--- src/rtl/nx_fifo_mc_ram_1r1w_if.sv ---
// Push/pop request and status bundle for nx_fifo_mc_ram_1r1w.
// The master side issues pushes, pops and clears. The slave side is the FIFO.
interface nx_fifo_mc_ram_1r1w_if #(
    parameter int NUM_CH   = 4,
    parameter int CH_DEPTH = 16,
    parameter int WIDTH    = 64
);
    localparam int CW = (NUM_CH > 1) ? $clog2(NUM_CH) : 1;
    localparam int UW = $clog2(CH_DEPTH + 1);

    logic                 wen;
    logic [CW-1:0]        wch;
    logic [WIDTH-1:0]     wdata;
    logic                 ren;
    logic [CW-1:0]        rch;
    logic [NUM_CH-1:0]    clear;
    logic                 rvalid;
    logic [WIDTH-1:0]     rdata;
    logic [CW-1:0]        rch_o;
    logic [NUM_CH-1:0]    empty;
    logic [NUM_CH-1:0]    full;
    logic [NUM_CH-1:0]    afull;
    logic [NUM_CH*UW-1:0] used_slots;
    logic                 overflow;
    logic                 underflow;

    modport master (
        output wen, wch, wdata, ren, rch, clear,
        input  rvalid, rdata, rch_o, empty, full, afull, used_slots, overflow, underflow
    );

    modport slave (
        input  wen, wch, wdata, ren, rch, clear,
        output rvalid, rdata, rch_o, empty, full, afull, used_slots, overflow, underflow
    );
endinterface

--- src/rtl/nx_fifo_mc_ram_1r1w.sv ---
// Multi-channel FIFO: NUM_CH queues statically partitioned in one 1r1w RAM, with per-channel status and clear.
// Latency: a pop returns tagged data RD_LATENCY (1 or 2) cycles after it is accepted. Flags update one cycle after each op.
// Backpressure: none on the response. Requests to a full or empty channel are dropped and flagged with overflow or underflow.
module nx_fifo_mc_ram_1r1w #(
    parameter int NUM_CH     = 4,
    parameter int CH_DEPTH   = 16,
    parameter int WIDTH      = 64,
    parameter int AFULL_TH   = 12,
    parameter int RD_LATENCY = 1
) (
    input  logic                 clk,
    input  logic                 rst_n,
    nx_fifo_mc_ram_1r1w_if.slave bus
);
    localparam int CW = (NUM_CH > 1) ? $clog2(NUM_CH) : 1;
    localparam int PW = $clog2(CH_DEPTH);
    localparam int UW = $clog2(CH_DEPTH + 1);
    localparam int NW = NUM_CH * CH_DEPTH;
    localparam int AW = (NW > 1) ? $clog2(NW) : 1;

    typedef logic [PW-1:0] ptr_t;
    typedef logic [UW-1:0] cnt_t;

    ptr_t                 wptr_q [NUM_CH];
    ptr_t                 rptr_q [NUM_CH];
    ptr_t                 wptr_d [NUM_CH];
    ptr_t                 rptr_d [NUM_CH];
    cnt_t                 cnt_q  [NUM_CH];
    cnt_t                 cnt_d  [NUM_CH];
    logic [NUM_CH-1:0]    empty_q;
    logic [NUM_CH-1:0]    full_q;
    logic [NUM_CH-1:0]    afull_q;
    logic [NUM_CH-1:0]    wsel;
    logic [NUM_CH-1:0]    rsel;
    logic [NUM_CH-1:0]    push_ch;
    logic [NUM_CH-1:0]    pop_ch;
    logic                 push_ok;
    logic                 pop_ok;
    logic                 ovf_d;
    logic                 unf_d;
    logic                 ovf_q;
    logic                 unf_q;
    logic [AW-1:0]        waddr;
    logic [AW-1:0]        raddr;
    logic [WIDTH-1:0]     mem [NW];
    logic [WIDTH-1:0]     ram_q;
    logic                 rvld_q;
    logic [CW-1:0]        rch_q;
    logic [NUM_CH*UW-1:0] used_flat;

    function automatic ptr_t ptr_inc(input ptr_t p);
        return (p == ptr_t'(CH_DEPTH - 1)) ? '0 : p + ptr_t'(1);
    endfunction

    // Channel decode is one-hot so out-of-range channel numbers match nothing.
    always_comb begin
        for (int c = 0; c < NUM_CH; c++) begin
            wsel[c] = (bus.wch == CW'(c));
            rsel[c] = (bus.rch == CW'(c));
        end
    end

    // Accepts are judged on registered pre-edge flags, never on same-cycle ops.
    assign push_ch = {NUM_CH{bus.wen}} & wsel & ~full_q  & ~bus.clear;
    assign pop_ch  = {NUM_CH{bus.ren}} & rsel & ~empty_q & ~bus.clear;
    assign ovf_d   = |({NUM_CH{bus.wen}} & wsel & full_q  & ~bus.clear);
    assign unf_d   = |({NUM_CH{bus.ren}} & rsel & empty_q & ~bus.clear);
    assign push_ok = |push_ch;
    assign pop_ok  = |pop_ch;

    always_comb begin
        waddr = '0;
        raddr = '0;
        for (int c = 0; c < NUM_CH; c++) begin
            if (wsel[c]) waddr = AW'(c * CH_DEPTH) + AW'(wptr_q[c]);
            if (rsel[c]) raddr = AW'(c * CH_DEPTH) + AW'(rptr_q[c]);
        end
    end

    always_comb begin
        for (int c = 0; c < NUM_CH; c++) begin
            wptr_d[c] = wptr_q[c];
            rptr_d[c] = rptr_q[c];
            cnt_d[c]  = cnt_q[c];
            if (bus.clear[c]) begin
                wptr_d[c] = '0;
                rptr_d[c] = '0;
                cnt_d[c]  = '0;
            end else begin
                if (push_ch[c]) wptr_d[c] = ptr_inc(wptr_q[c]);
                if (pop_ch[c])  rptr_d[c] = ptr_inc(rptr_q[c]);
                cnt_d[c] = cnt_q[c] + cnt_t'(push_ch[c]) - cnt_t'(pop_ch[c]);
            end
        end
    end

    always_ff @(posedge clk or negedge rst_n) begin
        if (!rst_n) begin
            for (int c = 0; c < NUM_CH; c++) begin
                wptr_q[c] <= '0;
                rptr_q[c] <= '0;
                cnt_q[c]  <= '0;
            end
            empty_q <= '1;
            full_q  <= '0;
            afull_q <= '0;
            ovf_q   <= 1'b0;
            unf_q   <= 1'b0;
            rvld_q  <= 1'b0;
        end else begin
            for (int c = 0; c < NUM_CH; c++) begin
                wptr_q[c]  <= wptr_d[c];
                rptr_q[c]  <= rptr_d[c];
                cnt_q[c]   <= cnt_d[c];
                empty_q[c] <= (cnt_d[c] == '0);
                full_q[c]  <= (cnt_d[c] == cnt_t'(CH_DEPTH));
                afull_q[c] <= (cnt_d[c] >= cnt_t'(AFULL_TH));
            end
            ovf_q  <= ovf_d;
            unf_q  <= unf_d;
            rvld_q <= pop_ok;
        end
    end

    // Storage and read register carry no reset; rdata/rch_o are only meaningful with rvalid.
    always_ff @(posedge clk) begin
        if (push_ok) mem[waddr] <= bus.wdata;
        if (pop_ok) begin
            ram_q <= mem[raddr];
            rch_q <= bus.rch;
        end
    end

    generate
        if (RD_LATENCY >= 2) begin : g_lat2
            logic             rvld2_q;
            logic [WIDTH-1:0] rdata2_q;
            logic [CW-1:0]    rch2_q;

            always_ff @(posedge clk or negedge rst_n) begin
                if (!rst_n) rvld2_q <= 1'b0;
                else        rvld2_q <= rvld_q;
            end

            always_ff @(posedge clk) begin
                if (rvld_q) begin
                    rdata2_q <= ram_q;
                    rch2_q   <= rch_q;
                end
            end

            assign bus.rvalid = rvld2_q;
            assign bus.rdata  = rdata2_q;
            assign bus.rch_o  = rch2_q;
        end else begin : g_lat1
            assign bus.rvalid = rvld_q;
            assign bus.rdata  = ram_q;
            assign bus.rch_o  = rch_q;
        end
    endgenerate

    always_comb begin
        used_flat = '0;
        for (int c = 0; c < NUM_CH; c++) used_flat[c*UW +: UW] = cnt_q[c];
    end

    assign bus.empty      = empty_q;
    assign bus.full       = full_q;
    assign bus.afull      = afull_q;
    assign bus.used_slots = used_flat;
    assign bus.overflow   = ovf_q;
    assign bus.underflow  = unf_q;

    // A pop needs a non-empty channel and a push a non-full one, so the two ports never share an address.
    a_no_collision: assert property (@(posedge clk) disable iff (!rst_n)
        !(push_ok && pop_ok && (waddr == raddr)));
    a_single_op: assert property (@(posedge clk) disable iff (!rst_n)
        $onehot0(push_ch) && $onehot0(pop_ch));
endmodule

--- src/flat_wrapper.sv ---
// flat-port wrapper written by rule: the top's interface ports become plain ports
module nx_fifo_mc_ram_1r1w_flat 
#(
    parameter int NUM_CH     = 4,
    parameter int CH_DEPTH   = 16,
    parameter int WIDTH      = 64,
    parameter int AFULL_TH   = 12,
    parameter int RD_LATENCY = 1
)
  (clk, rst_n, bus_wen, bus_wch, bus_wdata, bus_ren, bus_rch, bus_clear, bus_rvalid, bus_rdata, bus_rch_o, bus_empty, bus_full, bus_afull, bus_used_slots, bus_overflow, bus_underflow);
  nx_fifo_mc_ram_1r1w_if #(.NUM_CH(NUM_CH), .CH_DEPTH(CH_DEPTH), .WIDTH(WIDTH)) bus_i ();
  input  logic clk;
  input  logic rst_n;
  input wire logic [$bits(bus_i.wen)-1:0] bus_wen;
  input wire logic [$bits(bus_i.wch)-1:0] bus_wch;
  input wire logic [$bits(bus_i.wdata)-1:0] bus_wdata;
  input wire logic [$bits(bus_i.ren)-1:0] bus_ren;
  input wire logic [$bits(bus_i.rch)-1:0] bus_rch;
  input wire logic [$bits(bus_i.clear)-1:0] bus_clear;
  output wire logic [$bits(bus_i.rvalid)-1:0] bus_rvalid;
  output wire logic [$bits(bus_i.rdata)-1:0] bus_rdata;
  output wire logic [$bits(bus_i.rch_o)-1:0] bus_rch_o;
  output wire logic [$bits(bus_i.empty)-1:0] bus_empty;
  output wire logic [$bits(bus_i.full)-1:0] bus_full;
  output wire logic [$bits(bus_i.afull)-1:0] bus_afull;
  output wire logic [$bits(bus_i.used_slots)-1:0] bus_used_slots;
  output wire logic [$bits(bus_i.overflow)-1:0] bus_overflow;
  output wire logic [$bits(bus_i.underflow)-1:0] bus_underflow;
  assign bus_i.wen = bus_wen;
  assign bus_i.wch = bus_wch;
  assign bus_i.wdata = bus_wdata;
  assign bus_i.ren = bus_ren;
  assign bus_i.rch = bus_rch;
  assign bus_i.clear = bus_clear;
  assign bus_rvalid = bus_i.rvalid;
  assign bus_rdata = bus_i.rdata;
  assign bus_rch_o = bus_i.rch_o;
  assign bus_empty = bus_i.empty;
  assign bus_full = bus_i.full;
  assign bus_afull = bus_i.afull;
  assign bus_used_slots = bus_i.used_slots;
  assign bus_overflow = bus_i.overflow;
  assign bus_underflow = bus_i.underflow;
  nx_fifo_mc_ram_1r1w #(.NUM_CH(NUM_CH), .CH_DEPTH(CH_DEPTH), .WIDTH(WIDTH), .AFULL_TH(AFULL_TH), .RD_LATENCY(RD_LATENCY)) u_core (.clk(clk), .rst_n(rst_n), .bus(bus_i));
endmodule
--- config.mk ---
export PLATFORM = sky130hd
export DESIGN_NAME = nx_fifo_mc_ram_1r1w_flat
export DESIGN_NICKNAME = d
export VERILOG_FILES = /design/src/rtl/nx_fifo_mc_ram_1r1w_if.sv /design/src/rtl/nx_fifo_mc_ram_1r1w.sv /design/src/flat_wrapper.sv
export SDC_FILE = /design/constraint.sdc
export NUM_CORES = 2
export LEC_CHECK = 0
export ABC_CLOCK_PERIOD_IN_PS = 10060
export BUFFER_PORTS_ARGS = -buffer_cell sky130_fd_sc_hd__buf_2
export CORE_ASPECT_RATIO = 1.5
export CORE_MARGIN = 10
export CORE_UTILIZATION = 65
export DETAILED_ROUTE_END_ITERATION = 10
export PLACE_DENSITY = 0.8
export SKIP_CTS_REPAIR_TIMING = 1
export SYNTH_ARGS = -nofsm -noshare
export SYNTH_HDL_FRONTEND = slang
export SYNTH_SLANG_ARGS = --single-unit
--- constraint.sdc ---
create_clock -name clk -period 10.06 [get_ports clk]
set_clock_uncertainty 0.2 [all_clocks]
set_input_delay 1.006 -clock clk [delete_from_list [all_inputs] [get_ports clk]]
set_output_delay 1.006 -clock clk [all_outputs]
set_load 0.01 [all_outputs]
After elaboration in Yosys (flattened, before gate mapping)
Memory sizes are Yosys's and may differ from the RTL's. A register that Yosys moved wholly into a read port is not among the register bits.
Index checks and enable logic that the tools add are counted.
{"block": "word_totals", "mem_count": 1, "in_bits": 76, "ramBits": 4096, "register_bits": 69, "word_cells": 133, "out_inout_bits": 101}
{"block": "classes", "bitwise": 13, "n_eq_ne": 18, "n_reduce_logical": 18, "mux": 38, "n_lt_le_gt_ge": 4, "add_sub_neg": 22}
{"memory": "u_core.mem", "depth": 64, "word_bits": 64, "read_ports": 1, "rd_clocked_by_memory_dff": 1, "write_ports": 1, "line": "nx_fifo_mc_ram_1r1w.sv:45", "rtl": "logic [WIDTH-1:0] mem [NW];"}
{"operator": "2-to-1 mux 4 bit", "count": 26}
{"operator": "AND 4 bit", "count": 10}
{"operator": "2-to-1 mux 6 bit", "count": 6}
{"operator": "adder 4 x 1 -> 4 bit, second input constant", "count": 8}
{"operator": "== test 4 bit, second input constant", "count": 8}
{"operator": "adder 5 x 1 -> 5 bit", "count": 4}
{"operator": "== test 5 bit, second input constant", "count": 4}
{"operator": ">= comparator 5 x 4 -> 1 bit, second input constant", "count": 4}
{"operator": "zero test 5 bit", "count": 4}
{"operator": "2-to-1 mux 5 bit", "count": 4}
{"operator": "subtractor 5 x 1 -> 5 bit", "count": 4}
{"operator": "nonzero test 2 bit", "count": 8}
{"operator": "OR reduction 4 bit", "count": 4}
{"operator": "adder 5 x 4 -> 6 bit, first input constant", "count": 2}
{"operator": "adder 5 x 5 -> 6 bit, first input constant", "count": 2}
{"operator": "adder 6 x 4 -> 6 bit, first input constant", "count": 2}
{"operator": "NOT 4 bit", "count": 3}
{"operator": "== test 2 bit, second input constant", "count": 4}
{"operator": "== test 2 x 1 -> 1 bit, second input constant", "count": 2}
{"operator": "zero test 2 bit", "count": 2}
{"operator": "2-to-1 mux 1 bit", "count": 2}

Logic depth before layout (Yosys ltp)
{"block": "depth", "word_depth": 8, "ltp_mapped": 16, "mapped_depth_nobuf": 14}

Worst setup path before layout
OpenSTA, ideal clock, no wires.
{"block": "synth_timing", "kind": "in2reg", "startpoint": "input bus_wch[0]", "endpoint": "memory u_core.mem[24][0] (enable)", "path_buffers": 2, "path_stages": 5, "slack_ps": 4328, "required_ps": 9373, "arrival_ps": 5045, "setup_time_ps": 487, "path_cell_list": "clkbuf_1 > mux4_2 > or3_1 > clkbuf_1 > nor2_1"}
{"block": "synth_between", "elab_chain_cells": 7, "elab_cells_between_ends": 14, "cone_classes": "3 x eq/ne; 6 x mux; 3 x bitwise; 2 x reduce/logical"}
{"item": "start: declaration", "line": "flat_wrapper.sv:15", "rtl": "input wire logic [$bits(bus_i.wch)-1:0] bus_wch;"}
{"item": "== test 2 x 1 -> 1 bit (tied with other cells)", "line": "nx_fifo_mc_ram_1r1w.sv:58", "rtl": "wsel[c] = (bus.wch == CW'(c));"}
{"item": "AND 4 bit (3 in series)", "line": "nx_fifo_mc_ram_1r1w.sv:64", "rtl": "assign push_ch = {NUM_CH{bus.wen}} & wsel & ~full_q & ~bus.clear;"}
{"item": "OR reduction 4 bit", "line": "nx_fifo_mc_ram_1r1w.sv:68", "rtl": "assign push_ok = |push_ch;"}
{"item": "2-to-1 mux 1 bit", "line": "nx_fifo_mc_ram_1r1w.sv:127", "rtl": "if (push_ok) mem[waddr] <= bus.wdata;"}
{"item": "2-to-1 mux 1 bit (implied by the code)", "line": "nx_fifo_mc_ram_1r1w.sv:127"}
{"item": "end: declaration", "line": "nx_fifo_mc_ram_1r1w.sv:45"}
Parallel ways exist; a longest one is shown, timed or not.

Final worst setup path
{"block": "layout_timing", "startpoint": "input bus_rch[0]", "endpoint": "register u_core.ram_q[3] (netlist: u_core.bus.rdata[3]) (read register of u_core.mem) (data pin)"}
{"block": "layout_between", "elab_chain_cells": 5, "elab_cells_between_ends": 12, "cone_classes": "3 x eq/ne; 4 x mux; 3 x bitwise; 2 x reduce/logical"}
{"item": "start: declaration", "line": "flat_wrapper.sv:18", "rtl": "input wire logic [$bits(bus_i.rch)-1:0] bus_rch;"}
{"item": "== test 2 x 1 -> 1 bit (tied with other cells)", "line": "nx_fifo_mc_ram_1r1w.sv:59", "rtl": "rsel[c] = (bus.rch == CW'(c));"}
{"item": "AND 4 bit or 2-to-1 mux 4 bit (tied branches)", "line": "nx_fifo_mc_ram_1r1w.sv:65, nx_fifo_mc_ram_1r1w.sv:76"}
{"item": "AND 4 bit or 2-to-1 mux 6 bit (tied branches) (2 in series)", "line": "nx_fifo_mc_ram_1r1w.sv:65, nx_fifo_mc_ram_1r1w.sv:76"}
{"item": "OR reduction 4 bit or 2-to-1 mux 6 bit (tied branches)", "line": "nx_fifo_mc_ram_1r1w.sv:69, nx_fifo_mc_ram_1r1w.sv:76"}
{"item": "end: declaration", "line": "nx_fifo_mc_ram_1r1w.sv:46", "rtl": "logic [WIDTH-1:0] ram_q;"}
Parallel ways exist; a longest one is shown, timed or not.
A chain may end at the register's enable or synchronous reset.

==> impl_metrics.env <==
export IMPL_cts_tree="done"
export IMPL_vias=101000
export IMPL_crit_required_ns=10.52
export IMPL_path_max_fanout=75
export IMPL_p_per_area_nw_per_um2=191
export IMPL_root_buffer="clkbuf_16"
export IMPL_die_h_um=642
export IMPL_relSlewSlack_pct=14.1
export IMPL_multi_input_comb_area_um2=38300
export IMPL_nNetsFinal=10400
export IMPL_viasPerCell=7.14
export IMPL_synth_warnings=0
export IMPL_cp_end_kind="register"
export IMPL_rows=228
export IMPL_port_buffers=176
export IMPL_htreeDepth=5
export IMPL_clock_latency_ns=0.91
export IMPL_area_sequential_um2=127000
export IMPL_placed_area_um2=172000
export IMPL_worst_pin_slew_ns=1.29
export IMPL_grt_pass1_wl_um=683000
export IMPL_period_minus_slack_ns=5.19
export IMPL_gr_usage_all_layers_pct=33.6
export IMPL_seq_area_frac_synth_pct=75.5
export IMPL_antenna_found_initial=28
export IMPL_fin_util_pct=71.4
export IMPL_drc=0
export IMPL_fmax_ghz=0.193
export IMPL_irDropWorstVdd_mv=0.164
export IMPL_grt_max_degree=195
export IMPL_syn_area_um2=168000
export IMPL_coreArea_um2=257000
export IMPL_fillers=14800
export IMPL_antenna_left=0
export IMPL_grt_pass1_vias=98300
export IMPL_stdcell_area_um2=184000
export IMPL_grt_ovfl_total=0
export IMPL_drv_cap=0
export IMPL_finalSetupViolCount=0
export IMPL_status="completed"
export IMPL_start_util_pct=65.3
export IMPL_placed_cells=13400
export IMPL_layout_cells_non_filler=14100
export IMPL_p_leak_nw=57.7
export IMPL_critPathArrivalTime_ns=5.65
export IMPL_hold_viol=0
export IMPL_dpl_hpwl_um=242000
export IMPL_cts_buffers_inserted=370
export IMPL_rsz0062_at_grt="no"
export IMPL_die_area_um2=279000
export IMPL_first_iter_violations=16000
export IMPL_syn_mean_instance_area_um2=16.4
export IMPL_place_gp_congestion=0.832
export IMPL_async_reset_ff_share_pct=1.58
export IMPL_syn_inst=10300
export IMPL_area_growth_pct=9.44
export IMPL_clkTransAtPathRegs_ns=0.06
export IMPL_syn_nets=10400
export IMPL_cp_start_kind="input pin"
export IMPL_layout_drive_gt1_share_pct=13.4
export IMPL_synth_seq_cells=4229
export IMPL_yosysUniqueCellTypes=49
export IMPL_finalMaxSlewViolations=0
export IMPL_first_pass_iters=8
export IMPL_post_route_period_util_pct=51.6
export IMPL_hp_class="in -> async"
export IMPL_routed_wl_um=486000
export IMPL_fin_tns_setup_ns=0
export IMPL_ys_flop_type="edfxtp_1"
export IMPL_crit_type="in -> reg"
export IMPL_cts_sinks=4229
export IMPL_synth_enable_flop_cells=4162
export IMPL_die_width_um=435
export IMPL_cts_buffer_depth=4
export IMPL_routedWlPerCell_um=34.5
export IMPL_ioPinCount=177
==> area by class of cell <==
class / count / share of cell area, %
Multi-Input combinational cell: 5289 / 20.9
Clock inverter: 209 / 0.826
Sequential cell: 4229 / 69.0
Clock buffer: 449 / 5.29
Tap cell: 3450 / 2.35
Inverter: 39 / 0.0797
Timing Repair Buffer: 399 / 1.60
Antenna cell: 17 / 0.0232
==> cells in the mapped netlist (2+ instances only) <==
master | count | area share (%)
a221oi_1 | 65 | 0.34
or4_1 | 2 | 0.0089
dfstp_2 | 4 | 0.063
mux2i_1 | 783 | 4.7
ha_1 | 28 | 0.21
mux4_2 | 6 | 0.081
xnor2_1 | 11 | 0.057
clkbuf_1 | 463 | 1.0
nand3_1 | 4 | 0.012
mux2_4 | 90 | 0.81
buf_2 | 132 | 0.39
o21ai_0 | 17 | 0.051
nor3_1 | 6 | 0.018
nor3b_1 | 2 | 0.0089
nor2_1 | 114 | 0.26
fa_1 | 4 | 0.048
nand2_1 | 1256 | 2.8
inv_1 | 38 | 0.085
mux2_1 | 4 | 0.027
nand2b_1 | 16 | 0.060
or3_1 | 15 | 0.056
a32oi_1 | 2 | 0.010
a2111oi_0 | 162 | 0.85
a211oi_1 | 641 | 2.9
xor2_1 | 12 | 0.063
edfxtp_1 | 4162 | 74
buf_4 | 31 | 0.14
a31oi_1 | 132 | 0.49
buf_1 | 25 | 0.056
nor4_1 | 194 | 0.72
and2_1 | 577 | 2.2
mux2_2 | 357 | 2.4
and2_0 | 63 | 0.23
nor2b_1 | 11 | 0.041
a311oi_1 | 390 | 2.0
buf_6 | 51 | 0.34
dfrtp_1 | 63 | 0.94
o21ai_1 | 57 | 0.17
a2111oi_1 | 30 | 0.18
a21o_1 | 9 | 0.040
a21oi_1 | 223 | 0.67
==> cells by family after synthesis <==
family                   synth area share, %
flip-flops                              75.5
AND/OR/NAND/NOR                         6.40
AO/OA/AOI/OAI                           7.70
multiplexers                            7.98
buffers and inverters                   2.06
adder cells (fa/ha/maj)                0.257
XOR/XNOR                               0.120
==> worst max-delay path, stage by stage <==
cell       delay [ns]
buf_2            0.42
mux4_4           0.78
buf_4            0.86
buf_4            0.95
mux2_2           0.43
a2111oi_0        0.54
a311oi_1         0.13
nor4_1           0.38
==> metal layers <==
| layer | up-vias | routed length, µm | track usage (%) |
|---|---|---|---|
| li1 | 40400 | - | - |
| met1 | 49700 | 157000 | 42.0 |
| met2 | 8513 | 227000 | 52.9 |
| met3 | 1957 | 65600 | 8.41 |
| met4 | 16 | 36400 | 20.9 |
| met5 | - | 110 | 0 |
==> registers in the layout, indices dropped and copies added, names as in the netlist <==
name and count:
u_core.bus.rdata 64, u_core.bus.overflow 1, u_core.bus.underflow 1, u_core.wptr_q 16
u_core.bus.empty 4, u_core.bus.full 4, u_core.bus.rvalid 1, u_core.bus.rch_o 2
u_core.mem 4096, u_core.rptr_q 16, u_core.bus.afull 4, u_core.bus.used_slots 20
==> stage by stage <==
stage                     hold slack [ns]  power (mW)  setup WS [ns]
after detailed placement            0.332        21.9           4.03
after CTS                           0.104        35.0           4.99
after floorplan                     0.285        21.2           4.33
final                               0.110        35.0           4.87
after global routing                0.162        35.8           4.62
after global placement              0.308        21.8           4.19
==> placed cells by master (no fill, tap or decap), types with 70 or more instances in the layout <==
master | synthesis | final
buf_4 | 31 | 193
and2_1 | 577 | 577
a2111oi_0 | 162 | 162
a21oi_1 | 223 | 223
a311oi_1 | 390 | 390
buf_2 | 132 | 176
nor4_1 | 194 | 194
edfxtp_1 | 4162 | 4162
mux2_2 | 357 | 354
clkinv_1 | 1 | 96
nand2_1 | 1256 | 1251
mux2i_1 | 783 | 782
a31oi_1 | 132 | 132
a211oi_1 | 641 | 641
mux2_4 | 90 | 90
clkbuf_16 | 0 | 376
clkbuf_1 | 463 | 70
==> worst paths after layout <==
kind | start | endpoint | slack, ns | cells after the start
setup / recovery | bus_rch[0] | u_core.bus.rdata[3]$_DFFE_PP_ | 4.87 | 8
hold / removal | rst_n | u_core.bus.used_slots[12]$_DFF_PN0_ | 0.11 | 2
setup reg to reg | u_core.rptr_q[0]$_DFFE_PN0P_ | u_core.bus.rdata[4]$_DFFE_PP_ | 5.01 | 8
hold reg to reg | u_core.wptr_q[2]$_DFFE_PN0P_ | u_core.wptr_q[3]$_DFFE_PN0P_ | 0.35 | 1
max in group asynchronous | rst_n | u_core.rptr_q[8]$_DFFE_PN0P_ | 8.98 | 2
min in group clk | bus_wen | u_core.bus.overflow$_DFF_PN0_ | 0.19 | 2
==> power by group <==
part	switching [mW]	internal (mW)	leakage [nW]	total [mW]
sequential	0.0875	19.5	38.3	19.6
clock	6.18	7.29	5.48	13.5
combinational	1.34	0.677	13.9	2.01
total	7.60	27.4	57.7	35.0
No activity file was read; power rests on OpenSTA's default activity.
